<file path="config.mk">
export PLATFORM = sky130hd
export DESIGN_NAME = prim_fifo_wr_arb
export DESIGN_NICKNAME = d
export VERILOG_FILES = /design/src/rtl/prim_fifo_arb_pkg.sv /design/src/rtl/prim_rr_pick.sv /design/src/rtl/prim_fifo_wr_arb.sv
export SDC_FILE = /design/constraint.sdc
export NUM_CORES = 1
export LEC_CHECK = 0
export CAP_MARGIN = 20
export CORE_UTILIZATION = 31
export DETAILED_ROUTE_END_ITERATION = 7
export GPL_ROUTABILITY_DRIVEN = 0
export PLACE_DENSITY = 0.86
export SLEW_MARGIN = 20
export SYNTH_ARGS = -nofsm -noshare
export SYNTH_HDL_FRONTEND = slang
export SYNTH_HIERARCHICAL = 1
export SYNTH_SLANG_ARGS = --single-unit
</file>
<file path="constraint.sdc">
create_clock -name clk_i -period 2.4 [get_ports clk_i]
set_input_delay 0.36 -clock clk_i [delete_from_list [all_inputs] [get_ports clk_i]]
set_output_delay 0.36 -clock clk_i [all_outputs]
set_load 0.005 [all_outputs]
</file>
<file path="src/rtl/prim_fifo_arb_pkg.sv">
// ---------------------------------------------------------------------------
// prim_fifo_arb_pkg
// Shared types for the FIFO write-side arbiter family.
// Contents:
//   arb_state_e : arbiter FSM state (idle/arbitrating vs. burst in progress)
// ---------------------------------------------------------------------------
package prim_fifo_arb_pkg;

    typedef enum logic [0:0] {
        ArbIdle  = 1'b0,
        ArbBurst = 1'b1
    } arb_state_e;

endpackage

</file>
<file path="src/rtl/prim_rr_pick.sv">
// ---------------------------------------------------------------------------
// prim_rr_pick
// Combinational round-robin picker. Scans ptr+1, ptr+2, ... modulo N and
// returns the first set bit of valid, so the entry at ptr itself has the
// lowest priority.
// Ports:
//   valid [N]    : candidate request vector
//   ptr   [IdxW] : index served last
//   found        : at least one candidate is valid
//   idx   [IdxW] : chosen candidate (0 when nothing is found)
// ---------------------------------------------------------------------------
module prim_rr_pick #(
    parameter int N    = 4,
    parameter int IdxW = $clog2(N)
) (
    input  logic [N-1:0]    valid,
    input  logic [IdxW-1:0] ptr,
    output logic            found,
    output logic [IdxW-1:0] idx
);

    logic [IdxW-1:0] cand;

    // Walk from the farthest offset back to the nearest one, so the nearest
    // valid candidate after ptr is the one left in idx.
    always_comb begin
        found = 1'b0;
        idx   = '0;
        cand  = '0;
        for (int off = N; off >= 1; off--) begin
            cand = IdxW'((int'(ptr) + off) % N);
            if (valid[cand]) begin
                found = 1'b1;
                idx   = cand;
            end
        end
    end

endmodule

</file>
<file path="src/rtl/prim_fifo_wr_arb.sv">
// ---------------------------------------------------------------------------
// prim_fifo_wr_arb
// Round-robin arbiter sharing the write port of an async FIFO among N
// requesters. A grant lasts up to MaxBurst beats or until the requester's
// last beat; a new burst starts only when the FIFO has MinSpace free entries.
// Ports:
//   clk_i, rst_ni      : FIFO write clock, async active-low reset
//   req_valid_i [N]    : per-requester valid
//   req_ready_o [N]    : per-requester ready (only the granted one can be 1)
//   req_data_i  [N*W]  : requester k at [k*Width +: Width]
//   req_last_i  [N]    : final beat of a requester packet
//   fifo_wvalid_o      : FIFO write valid
//   fifo_wready_i      : FIFO write ready
//   fifo_wdata_o [W]   : FIFO write data
//   fifo_wdepth_i      : FIFO occupancy seen from the write side
//   gnt_idx_o          : current or most recently granted requester
//   busy_o             : burst in progress
// ---------------------------------------------------------------------------
module prim_fifo_wr_arb
    import prim_fifo_arb_pkg::*;
#(
    parameter int N        = 4,
    parameter int Width    = 16,
    parameter int Depth    = 3,
    parameter int DepthW   = $clog2(Depth + 1),
    parameter int MaxBurst = 4,
    parameter int MinSpace = 1,
    parameter int IdxW     = $clog2(N)
) (
    input  logic                 clk_i,
    input  logic                 rst_ni,
    input  logic [N-1:0]         req_valid_i,
    output logic [N-1:0]         req_ready_o,
    input  logic [N*Width-1:0]   req_data_i,
    input  logic [N-1:0]         req_last_i,
    output logic                 fifo_wvalid_o,
    input  logic                 fifo_wready_i,
    output logic [Width-1:0]     fifo_wdata_o,
    input  logic [DepthW-1:0]    fifo_wdepth_i,
    output logic [IdxW-1:0]      gnt_idx_o,
    output logic                 busy_o
);

    localparam int BeatW  = $clog2(MaxBurst + 1);
    localparam int SpaceW = DepthW + 1;

    arb_state_e       state;
    logic [IdxW-1:0]  gnt_idx;
    logic [IdxW-1:0]  rr_ptr;
    logic [BeatW-1:0] beat_cnt;

    logic             pick_found;
    logic [IdxW-1:0]  pick_idx;
    logic             busy;
    logic             beat;
    logic             burst_end;

    logic [SpaceW-1:0] depth_ext;
    logic [SpaceW-1:0] free_cnt;
    logic              space_ok;

    logic [Width-1:0] data_arr [N];

    prim_rr_pick #(
        .N    (N),
        .IdxW (IdxW)
    ) u_pick (
        .valid (req_valid_i),
        .ptr   (rr_ptr),
        .found (pick_found),
        .idx   (pick_idx)
    );

    // One extra bit keeps the subtraction from wrapping; an occupancy above
    // Depth is treated as a full FIFO.
    assign depth_ext = {1'b0, fifo_wdepth_i};
    assign free_cnt  = SpaceW'(Depth) - depth_ext;
    assign space_ok  = (depth_ext <= SpaceW'(Depth)) && (free_cnt >= SpaceW'(MinSpace));

    assign busy      = (state == ArbBurst);
    assign beat      = fifo_wvalid_o && fifo_wready_i;
    assign burst_end = beat && (req_last_i[gnt_idx] || (beat_cnt == BeatW'(MaxBurst - 1)));

    always_comb begin
        for (int k = 0; k < N; k++) begin
            data_arr[k] = req_data_i[k*Width +: Width];
        end
    end

    // Data and valid are a straight pass-through from the granted requester.
    assign fifo_wdata_o  = data_arr[gnt_idx];
    assign fifo_wvalid_o = busy && req_valid_i[gnt_idx];

    always_comb begin
        req_ready_o = '0;
        if (busy) begin
            req_ready_o[gnt_idx] = fifo_wready_i;
        end
    end

    assign gnt_idx_o = gnt_idx;
    assign busy_o    = busy;

    // rr_ptr resets to N-1 so requester 0 is first in line after reset.
    always_ff @(posedge clk_i or negedge rst_ni) begin
        if (!rst_ni) begin
            state    <= ArbIdle;
            gnt_idx  <= '0;
            rr_ptr   <= IdxW'(N - 1);
            beat_cnt <= '0;
        end else begin
            case (state)
                ArbIdle: begin
                    if (pick_found && space_ok) begin
                        gnt_idx  <= pick_idx;
                        beat_cnt <= '0;
                        state    <= ArbBurst;
                    end
                end
                ArbBurst: begin
                    if (burst_end) begin
                        rr_ptr   <= gnt_idx;
                        beat_cnt <= '0;
                        state    <= ArbIdle;
                    end else if (beat) begin
                        beat_cnt <= beat_cnt + 1'b1;
                    end
                end
                default: state <= ArbIdle;
            endcase
        end
    end

endmodule

</file>
==> results.py, run 1 <==
metrics = {
    "outcome": {
        "outcome": "finished, violations left",
        "violations": "DRC",
    },
    "logic_synthesis": {
        "syn_area_per_cell_um2": 12.0,
        "synthMuxAreaShare": 0.484,
        "synth_top_area_cell": "mux4_2",
        "synth_xor_area_frac": 0,
        "synthCells": 80,
        "syn_area_um2": 961,
        "synth_edf_count": 0,
        "synth_flop_cell": "dfrtp_1",
        "synth_top_family_by_area": "multiplexers",
        "synth_top_area_share": 0.375,
        "seq_area_frac_synth": 0.211,
        "netlist-cell-type-count": 33,
        "yosys.area_share.adder": 0.0260,
        "synth-compound-area-share": 0.0977,
        "async_flop_share": 1.00,
        "ys_ff_latch": 8,
        "synth-warning-count": 6,
        "synth_nets": 159,
        "yosys-top-cells-area": "mux4_2 (38%), dfrtp_1 (16%), dfstp_2 (5.5%)",
        "synthSimpleGateAreaFrac": 0.132,
    },
    "setup_path": {
        "crit_chain": "clkdlybuf4s50_1 -> mux2i_2 -> nand2_1 -> and3_1 -> clkdlybuf4s50_1",
        "critPathLaunchType": "primary input",
        "critPathMostFrequentCell": "clkdlybuf4s50_1",
        "path_class": "in -> out",
        "crit_path_end_kind": "primary output",
        "required_ps": 2040,
        "cpPeakStageDelay_ps": 510,
        "cp_max_fo": 5,
        "cp_data_arrival_time_ps": 1820,
        "cpMaxStageDelayCell": "clkdlybuf4s50_1",
    },
    "sta": {
        "final-setup-viol-count": 0,
        "worst_slew_pin_slew_ps": 353,
        "final_hold_viol_count": 0,
        "finalMaxSlewViolations": 0,
        "maxSlewHeadroom": 0.764,
        "rsz0062_at_grt": "no",
        "fin_tns_setup_ps": 0,
        "min_period_over_period": 0.909,
        "skew_ps": 6.83,
        "min_period_ps": 2180,
        "fmax_ghz": 0.458,
    },
    "global_routing": {
        "grt_pass1_wl_mm": 6.02,
        "grt_use_total": 0.243,
        "globalRouteOverflowTotal": 0,
        "grt_pass1_vias": 1176,
        "antenna_found_initial": 0,
        "grt_max_degree": 26,
    },
    "cts": {
        "ctsHtreeMaxLevel": 1,
        "root_buffer": "clkbuf_4",
        "clock_sinks": 8,
        "clk_latency_ps": 250,
        "holdBufCountCts": 0,
        "cts_buffer_depth": 2,
        "cts_tree": "built",
        "clk_pin_slew_ps": 60,
        "cts_made_buffers": 3,
    },
    "floorplan": {
        "die_area_um2": 3330,
        "die_w_um": 57.7,
        "initial_utilization": 0.337,
        "coreArea_um2": 2850,
        "rows": 19,
        "io_pins": 101,
        "dieHeight_um": 57.7,
    },
    "final_layout": {
        "nFillCells": 215,
        "drive_gt1_frac": 0.182,
        "final_cell_mix": "clkdlybuf4s50_1 (100), mux4_2 (16), nor2_1 (7)",
        "regArea_um2": 204,
        "nets": 262,
        "fin_area_um2": 2030,
        "syn2layout_area_growth_pct": 111,
        "finish.utilization": 0.712,
        "multi_input_area_um2": 711,
        "final_cell_count_no_fill": 212,
        "final_common_cell": "clkdlybuf4s50_1",
        "antenna_cells": 0,
    },
    "hold_path": {
        "hold_path_class": "in -> async",
    },
    "drt": {
        "finalWirelength_mm": 3.94,
        "drc_errors": 10,
        "vias": 1128,
        "firstDrtPassIters": 6,
        "drt-initial-drc-count": 37,
        "wire_per_inst_um": 18.6,
        "drtAntennaViolNets": 0,
        "via_per_inst": 5.32,
    },
    "pwr": {
        "power.total_mw": 1.74,
        "leakage_nw": 0.779,
        "ir_worst_vdd_mv": 0.824,
        "cellPowerDensity_nw_per_um2": 858,
    },
    "run": {
        "maxCapViolations": 0,
    },
    "place": {
        "placed_area_um2": 2010,
        "port_buffers": 100,
        "hpwl_mm": 3.35,
        "dp_cells": 209,
    },
}
what timing repair did:
action / in CTS / in global routing
setup buffers: 0 / 0
setup endpoints to repair: 0 / 1
resized for setup: 0 / 1
cell families after synthesis:
| logic type | count (synthesis) |
|---|---|
| muxes | 25 |
| and+or+nand+nor | 23 |
| AOI/OAI and AO/OA | 12 |
| buffers and inverters | 10 |
| DFF | 8 |
| adders and majority gates | 2 |
cells in the mapped netlist, types with 2 or more instances:
master	number
dfrtp_1	6
nor2_1	7
mux2_4	2
nand2b_1	4
nand3_1	2
inv_1	4
clkbuf_1	2
buf_2	2
mux2i_1	5
ha_1	2
o22ai_1	2
a21oi_1	2
nor2b_1	2
nand2_1	3
dfstp_2	2
mux4_2	16
final timing paths:
path                                           from                      end  slack, ps  cells past startpoint
max reg2reg                gnt_idx_o[1]$_DFFE_PN0P_    rr_ptr[1]$_DFFE_PN1P_        670                      5
min reg2reg                 beat_cnt[0]$_DFFE_PN0P_  beat_cnt[0]$_DFFE_PN0P_        510                      1
min                                          rst_ni  beat_cnt[0]$_DFFE_PN0P_        380                      1
min in group clk_i          beat_cnt[0]$_DFFE_PN0P_  beat_cnt[0]$_DFFE_PN0P_        510                      1
max                                  req_valid_i[1]            fifo_wvalid_o        220                      5
max in group asynchronous                    rst_ni    rr_ptr[1]$_DFFE_PN1P_       1710                      1
worst max-delay path, delay by kind of cell:
kind | cells | cell delay [ps]
multiplexers | 1 | 260
AND/OR/NAND/NOR | 2 | 250
buffers and inverters | 2 | 960
power breakdown:
group	internal, mW	switching [mW]	leakage [nW]
logic	0.897	0.448	0.671
clock network	0.0571	0.0435	0.0138
registers	0.204	0.0923	0.0939
per-layer routing:
metal | vias to the layer above | track usage | wire length (um) | part of all wire
li1 | 522 | - | - | -
met1 | 549 | 0.286 | 1440 | 0.36
met2 | 55 | 0.453 | 2110 | 0.54
met3 | 2 | 0.0536 | 370 | 0.094
met4 | 0 | 0.0476 | 17 | 0.0043
met5 | - | 0 | 0 | 0
metrics by stage:
step           hold WS (ps)  setup slack [ps]
2_1_floorplan          64.4               790
3_3_place_gp            467               278
3_5_place_dp            497               215
4_1_cts                 391              99.8
5_1_grt                 401               132
6_report                380               218
layout make-up:
type                       instances  area share
multi-input combinational         62       0.350
inverter                           5     0.00924
sequential                         8       0.100
timing repair buffer             103       0.510
tap                               31      0.0191
clock buffer                       3      0.0111
flip-flops by register name, summed over array words and instances (netlist names):
register	cells
beat_cnt	3
busy_o	1
gnt_idx_o	2
rr_ptr	2
No activity file was read; power rests on OpenSTA's default activity.
==> run 2, diff against run 1 <==
--- a/config.mk
+++ b/config.mk
@@ -5,11 +5,12 @@
 export SDC_FILE = /design/constraint.sdc
 export NUM_CORES = 1
 export LEC_CHECK = 0
+export ABC_AREA = 1
 export CAP_MARGIN = 20
-export CORE_UTILIZATION = 31
+export CORE_UTILIZATION = 35
 export DETAILED_ROUTE_END_ITERATION = 7
 export GPL_ROUTABILITY_DRIVEN = 0
-export PLACE_DENSITY = 0.86
+export PLACE_DENSITY = 0.85
 export SLEW_MARGIN = 20
 export SYNTH_ARGS = -nofsm -noshare
 export SYNTH_HDL_FRONTEND = slang
==> constraint.sdc (replaced) <==
create_clock -name clk_i -period 2.4 [get_ports clk_i]
set_input_delay 0.36 -clock clk_i [delete_from_list [all_inputs] [get_ports clk_i]]
set_output_delay 0.36 -clock clk_i [all_outputs]
set_load 0.05 [all_outputs]
==> run 2 against run 1 <==
- the flow now finishes without violations
- cell area grew 23%
- sequential cell count is the same
- clock skew shrank 6.0 ps
- die area grew 12%
- register-to-register slack lost 50 ps
- routed wire length grew 19%
- critical path depth shrank 1
- clock power is essentially flat
- largest cell class unchanged
==> results.py, run 2 <==
metrics = {
    "floorplan": {
        "initial_utilization": 0.365,
        "coreArea_um2": 3340,
        "die_w_um": 61.0,
        "die_area_um2": 3720,
        "dieHeight_um": 61.0,
        "rows": 21,
        "io_pins": 101,
    },
    "pwr": {
        "p_int_mw": 1.63,
        "p_comb_frac": 0.882,
        "ir_worst_vdd_mv": 0.957,
        "p_sw_frac": 0.552,
        "cellPowerDensity_nw_per_um2": 1450,
        "clkPwrFrac": 0.027,
        "p_sw_mw": 2.00,
        "leakage_nw": 1.12,
        "p_seq_frac": 0.091,
        "power.total_mw": 3.63,
    },
    "logic_synthesis": {
        "synth_flop_cell": "dfrtp_1",
        "synth-warning-count": 6,
        "synth_nets": 272,
        "synth_edf_count": 0,
        "seq_area_frac_synth": 0.166,
        "netlist-cell-type-count": 26,
        "synth_top_area_share": 0.179,
        "syn_area_um2": 1220,
        "synthCells": 193,
        "ys_top_cells_by_count": "nand2_1 (58), nand3_1 (42), a22oi_1 (15)",
        "yosysMostFrequentCell": "nand2_1",
        "yosys-top-cells-area": "nand2_1 (18%), nand3_1 (17%), dfrtp_1 (12%)",
        "async_flop_share": 1.00,
        "synth_top_area_cell": "nand2_1",
        "ys_ff_latch": 8,
        "syn_area_per_cell_um2": 6.31,
    },
    "setup_path": {
        "path_class": "reg -> out",
        "cp_max_fo": 16,
        "cp_data_arrival_time_ps": 1840,
        "ff2ff_path_depth": 8,
        "critPathBufInv": 1,
        "crit_path_end_kind": "primary output",
        "crit_chain": "nor2_4 -> a22oi_1 -> nand3_1 -> buf_12",
        "critPathLaunchType": "flip-flop",
        "path_delay_family": "flip-flops",
        "required_ps": 2040,
        "cpPeakStageDelay_ps": 760,
        "cpMaxStageDelayCell": "dfrtp_1",
        "cp.depth": 4,
    },
    "global_routing": {
        "antenna_found_initial": 0,
        "grt_use_total": 0.246,
        "grt_max_degree": 19,
        "globalRouteOverflowTotal": 0,
        "grt_pass1_wl_mm": 6.85,
        "grt_pass1_vias": 1559,
    },
    "sta": {
        "fmax_ghz": 0.455,
        "rsz0062_at_grt": "no",
        "finalMaxSlewViolations": 0,
        "min_period_over_period": 0.916,
        "final-setup-viol-count": 0,
        "min_period_ps": 2200,
        "skew_ps": 0.788,
        "maxSlewHeadroom": 0.561,
        "whs_ps": 387,
        "worst_slew_pin_slew_ps": 658,
        "final_hold_viol_count": 0,
    },
    "place": {
        "port_buffers": 100,
        "dp_cells": 333,
        "hpwl_mm": 3.88,
    },
    "drt": {
        "finalWirelength_mm": 4.69,
        "drt-initial-drc-count": 83,
        "wire_per_inst_um": 13.9,
        "drtAntennaViolNets": 0,
        "via_per_inst": 4.89,
        "firstDrtPassIters": 4,
        "drc_errors": 0,
        "vias": 1643,
    },
    "outcome": {
        "outcome": "finished, final reports clean",
    },
    "cts": {
        "post_cts_buffers": 0,
        "cts_made_buffers": 3,
        "holdBufCountCts": 0,
        "cts_buffer_depth": 2,
        "ctsHtreeMaxLevel": 1,
        "clk_latency_ps": 240,
        "clock_sinks": 8,
        "cts_tree": "built",
        "root_buffer": "clkbuf_4",
        "cts_resized": 0,
        "clk_pin_slew_ps": 50,
    },
    "final_layout": {
        "final_common_cell": "clkdlybuf4s50_1",
        "regArea_um2": 203,
        "syn2layout_area_growth_pct": 105,
        "regMostFlops": "beat_cnt",
        "drive_gt1_frac": 0.214,
        "nFillCells": 261,
        "multi_input_area_um2": 880,
        "final_cell_count_no_fill": 336,
        "nets": 371,
        "antenna_cells": 0,
        "final_cell_mix": "clkdlybuf4s50_1 (77), nand2_1 (58), nand3_1 (42)",
        "largest_register_ffs": 3,
    },
    "hold_path": {
        "hold_path_class": "in -> async",
    },
    "run": {
        "maxCapViolations": 0,
    },
}
-- run 2: kinds of logic after synthesis --
| group | share of synthesized area |
|---|---|
| compound gates | 0.124 |
| fa+ha+maj | 0.0205 |
| buf+inv | 0.120 |
| simple gates | 0.569 |
| flops | 0.166 |
-- run 2: final cells by class --
cell class,count,share of cell area
repair buffers,104,0.504
multi-input cells,157,0.352
flip-flops and latches,8,0.0810
inverters,18,0.0310
well taps,46,0.0230
clock buffers,3,0.00900
-- run 2: through the flow --
| step | instance area (um2) | setup slack (ps) | util | TNS [ps] |
|---|---|---|---|---|
| after floorplan | 1230 | -193 | - | -387 |
| after global placement | 2480 | 403 | 0.743 | 0 |
| after detailed placement | 2480 | 403 | 0.743 | 0 |
| after CTS | 2500 | 198 | 0.750 | 0 |
| after global routing | 2500 | 86.6 | 0.750 | 0 |
| final | 2500 | 202 | 0.750 | 0 |
-- run 2: power by group through the flow --
stage                     registers (mW)  clock network, mW  logic, mW
final                              0.331             0.0986       3.20
after detailed placement           0.331                  0       3.20
after global placement             0.329                  0       3.16
after floorplan                    0.322                  0       1.83
after global routing               0.344              0.112       3.37
after CTS                          0.330              0.101       3.21
-- run 2: worst paths after layout --
path                                          start                 endpoint  slack [ps]
setup / recovery           gnt_idx_o[1]$_DFFE_PN0P_         fifo_wdata_o[13]         200
hold / removal                               rst_ni  beat_cnt[1]$_DFFE_PN0P_         390
setup reg to reg           gnt_idx_o[1]$_DFFE_PN0P_         busy_o$_DFF_PN0_         620
hold reg to reg             beat_cnt[1]$_DFFE_PN0P_  beat_cnt[1]$_DFFE_PN0P_         490
max in group asynchronous                    rst_ni    rr_ptr[1]$_DFFE_PN1P_        1710
min in group clk_i          beat_cnt[1]$_DFFE_PN0P_  beat_cnt[1]$_DFFE_PN0P_         490
-- run 2: layer usage --
layer | vias to the layer above | global-route usage | part of all wire
li1 | 854 | - | -
met4 | 0 | 0.0617 | 0.017
met3 | 8 | 0.0405 | 0.061
met1 | 720 | 0.320 | 0.42
met5 | - | 0 | 0
met2 | 61 | 0.425 | 0.50
==> run 3, diff against run 2 <==
--- a/config.mk
+++ b/config.mk
@@ -7,10 +7,12 @@
 export LEC_CHECK = 0
 export ABC_AREA = 1
 export CAP_MARGIN = 20
-export CORE_UTILIZATION = 35
+export CELL_PAD_IN_SITES_DETAIL_PLACEMENT = 0
+export CELL_PAD_IN_SITES_GLOBAL_PLACEMENT = 1
+export CORE_UTILIZATION = 22
 export DETAILED_ROUTE_END_ITERATION = 7
 export GPL_ROUTABILITY_DRIVEN = 0
-export PLACE_DENSITY = 0.85
+export PLACE_DENSITY = 0.86
 export SLEW_MARGIN = 20
 export SYNTH_ARGS = -nofsm -noshare
 export SYNTH_HDL_FRONTEND = slang
==> run 3 against run 2 <==
- clock-buffer cell count increased by 1
- final cell count increased by 7.4%
- critical endpoint is now fifo_wvalid_o
- die area grew 57%
- worst setup slack improved by 140 ps
- power increased by 2.1%
- clock skew rose by 4.6 ps
- sequential share of layout area is 0.17 points lower
==> results.py, run 3 (same netlist as run 2, synthesis figures left out) <==
metrics = {
    "outcome": {
        "outcome": "finished, final reports clean",
    },
    "setup_path": {
        "cpPeakStageDelay_ps": 540,
        "cp_data_arrival_time_ps": 1700,
        "required_ps": 2040,
        "critPathLaunchType": "flip-flop",
        "cp_max_fo": 18,
        "cpMaxStageDelayCell": "dfrtp_1",
        "crit_path_end_kind": "primary output",
        "crit_chain": "nor2_8 -> nand2_1 -> nand2_2 -> nor2_4 -> nor2_1 -> buf_12",
        "path_class": "reg -> out",
    },
    "floorplan": {
        "coreArea_um2": 5200,
        "io_pins": 101,
        "die_area_um2": 5840,
        "dieHeight_um": 76.4,
        "rows": 26,
        "die_w_um": 76.4,
        "initial_utilization": 0.234,
    },
    "final_layout": {
        "syn2layout_area_growth_pct": 110,
        "regArea_um2": 203,
        "multi_input_area_um2": 880,
        "antenna_cells": 0,
        "final_cell_mix": "clkdlybuf4s50_1 (77), nand2_1 (58), nand3_1 (42)",
        "final_common_cell": "clkdlybuf4s50_1",
        "nFillCells": 520,
        "largest_register_ffs": 3,
        "fin_area_um2": 2550,
        "regMostFlops": "beat_cnt",
        "nets": 371,
        "drive_gt1_frac": 0.213,
    },
    "global_routing": {
        "grtUsageMet1": 0.211,
        "grt_use_total": 0.165,
        "grt_pass1_wl_mm": 7.73,
        "antenna_found_initial": 0,
        "globalRouteOverflowTotal": 0,
        "grtUsageMet2": 0.294,
        "grt_pass1_vias": 1500,
        "grtUsageMet3": 0.0251,
        "grt_busiest_layer": "met2",
        "grt_max_degree": 19,
    },
    "hold_path": {
        "hold_path_class": "in -> async",
    },
    "cts": {
        "clk_pin_slew_ps": 40,
        "cts_made_buffers": 3,
        "clk_latency_ps": 230,
        "cts_tree": "built",
        "post_cts_buffers": 0,
        "ctsHtreeMaxLevel": 1,
        "clock_sinks": 8,
        "holdBufCountCts": 0,
        "root_buffer": "clkbuf_8",
        "cts_resized": 0,
        "cts_buffer_depth": 2,
    },
    "run": {
        "maxCapViolations": 0,
    },
    "drt": {
        "drtAntennaViolNets": 0,
        "wire_per_inst_um": 13.6,
        "via_per_inst": 4.56,
        "firstDrtPassIters": 4,
        "drc_errors": 0,
        "finalWirelength_mm": 4.93,
        "vias": 1647,
        "drt-initial-drc-count": 59,
    },
    "sta": {
        "min_period_ps": 2060,
        "maxSlewHeadroom": 0.673,
        "final-setup-viol-count": 0,
        "rsz0062_at_grt": "no",
        "fin_tns_setup_ps": 0,
        "skew_ps": 5.43,
        "finalMaxSlewViolations": 0,
        "min_period_over_period": 0.859,
        "fmax_ghz": 0.485,
        "final_hold_viol_count": 0,
        "worst_slew_pin_slew_ps": 490,
    },
    "place": {
        "placed_area_um2": 2510,
        "port_buffers": 100,
        "hpwl_mm": 4.02,
    },
    "pwr": {
        "ir_worst_vdd_mv": 0.773,
        "leakage_nw": 1.13,
        "cellPowerDensity_nw_per_um2": 1450,
    },
}
-- run 3: cell type report --
type,instances,area share
clock buffer,4,0.0176
sequential,8,0.0794
multi-input combinational,157,0.344
tap,70,0.0343
timing repair buffer,104,0.494
inverter,18,0.0304
-- run 3: per-layer routing --
| layer | vias up | routed length [um] |
|---|---|---|
| met2 | 45 | 2570 |
| met3 | 4 | 178 |
| met5 | - | 0 |
| met1 | 747 | 2150 |
| li1 | 851 | - |
| met4 | 0 | 29 |
-- run 3: critical path, delay by kind of cell, from the launching register on --
family                 cells  cell delay, ps
AND/OR/NAND/NOR            5             770
flip-flops                 1             540
buffers and inverters      1             170
-- run 3: stage by stage --
| stage | worst slack, ps | utilization | cells | total power, mW | hold slack [ps] |
|---|---|---|---|---|---|
| 2_1_floorplan | -193 | - | 193 | 2.15 | 64.4 |
| 3_3_place_gp | 482 | 0.482 | 357 | 3.55 | 477 |
| 3_5_place_dp | 461 | 0.482 | 357 | 3.55 | 477 |
| 4_1_cts | 326 | 0.491 | 361 | 3.74 | 418 |
| 5_1_grt | 224 | 0.491 | 361 | 3.92 | 439 |
| 6_report | 339 | 0.491 | 361 | 3.70 | 416 |
-- run 3: worst paths after layout --
check	from	to	slack [ps]	cells after the start
hold / removal	rst_ni	beat_cnt[1]$_DFFE_PN0P_	420	1
min in group clk_i	beat_cnt[1]$_DFFE_PN0P_	beat_cnt[1]$_DFFE_PN0P_	480	2
hold reg to reg	beat_cnt[1]$_DFFE_PN0P_	beat_cnt[1]$_DFFE_PN0P_	480	2
max in group asynchronous	rst_ni	rr_ptr[0]$_DFFE_PN1P_	1670	1
setup reg to reg	rr_ptr[0]$_DFFE_PN1P_	beat_cnt[0]$_DFFE_PN0P_	680	10
setup / recovery	gnt_idx_o[1]$_DFFE_PN0P_	fifo_wvalid_o	340	6
-- run 3: power breakdown --
group / total (mW) / leakage (nW) / switching, mW / internal [mW]
clock network: 0.169 / 0.0228 / 0.0535 / 0.115
logic: 3.21 / 1.01 / 1.84 / 1.37
registers: 0.320 / 0.0958 / 0.121 / 0.199
total: 3.70 / 1.13 / 2.02 / 1.68
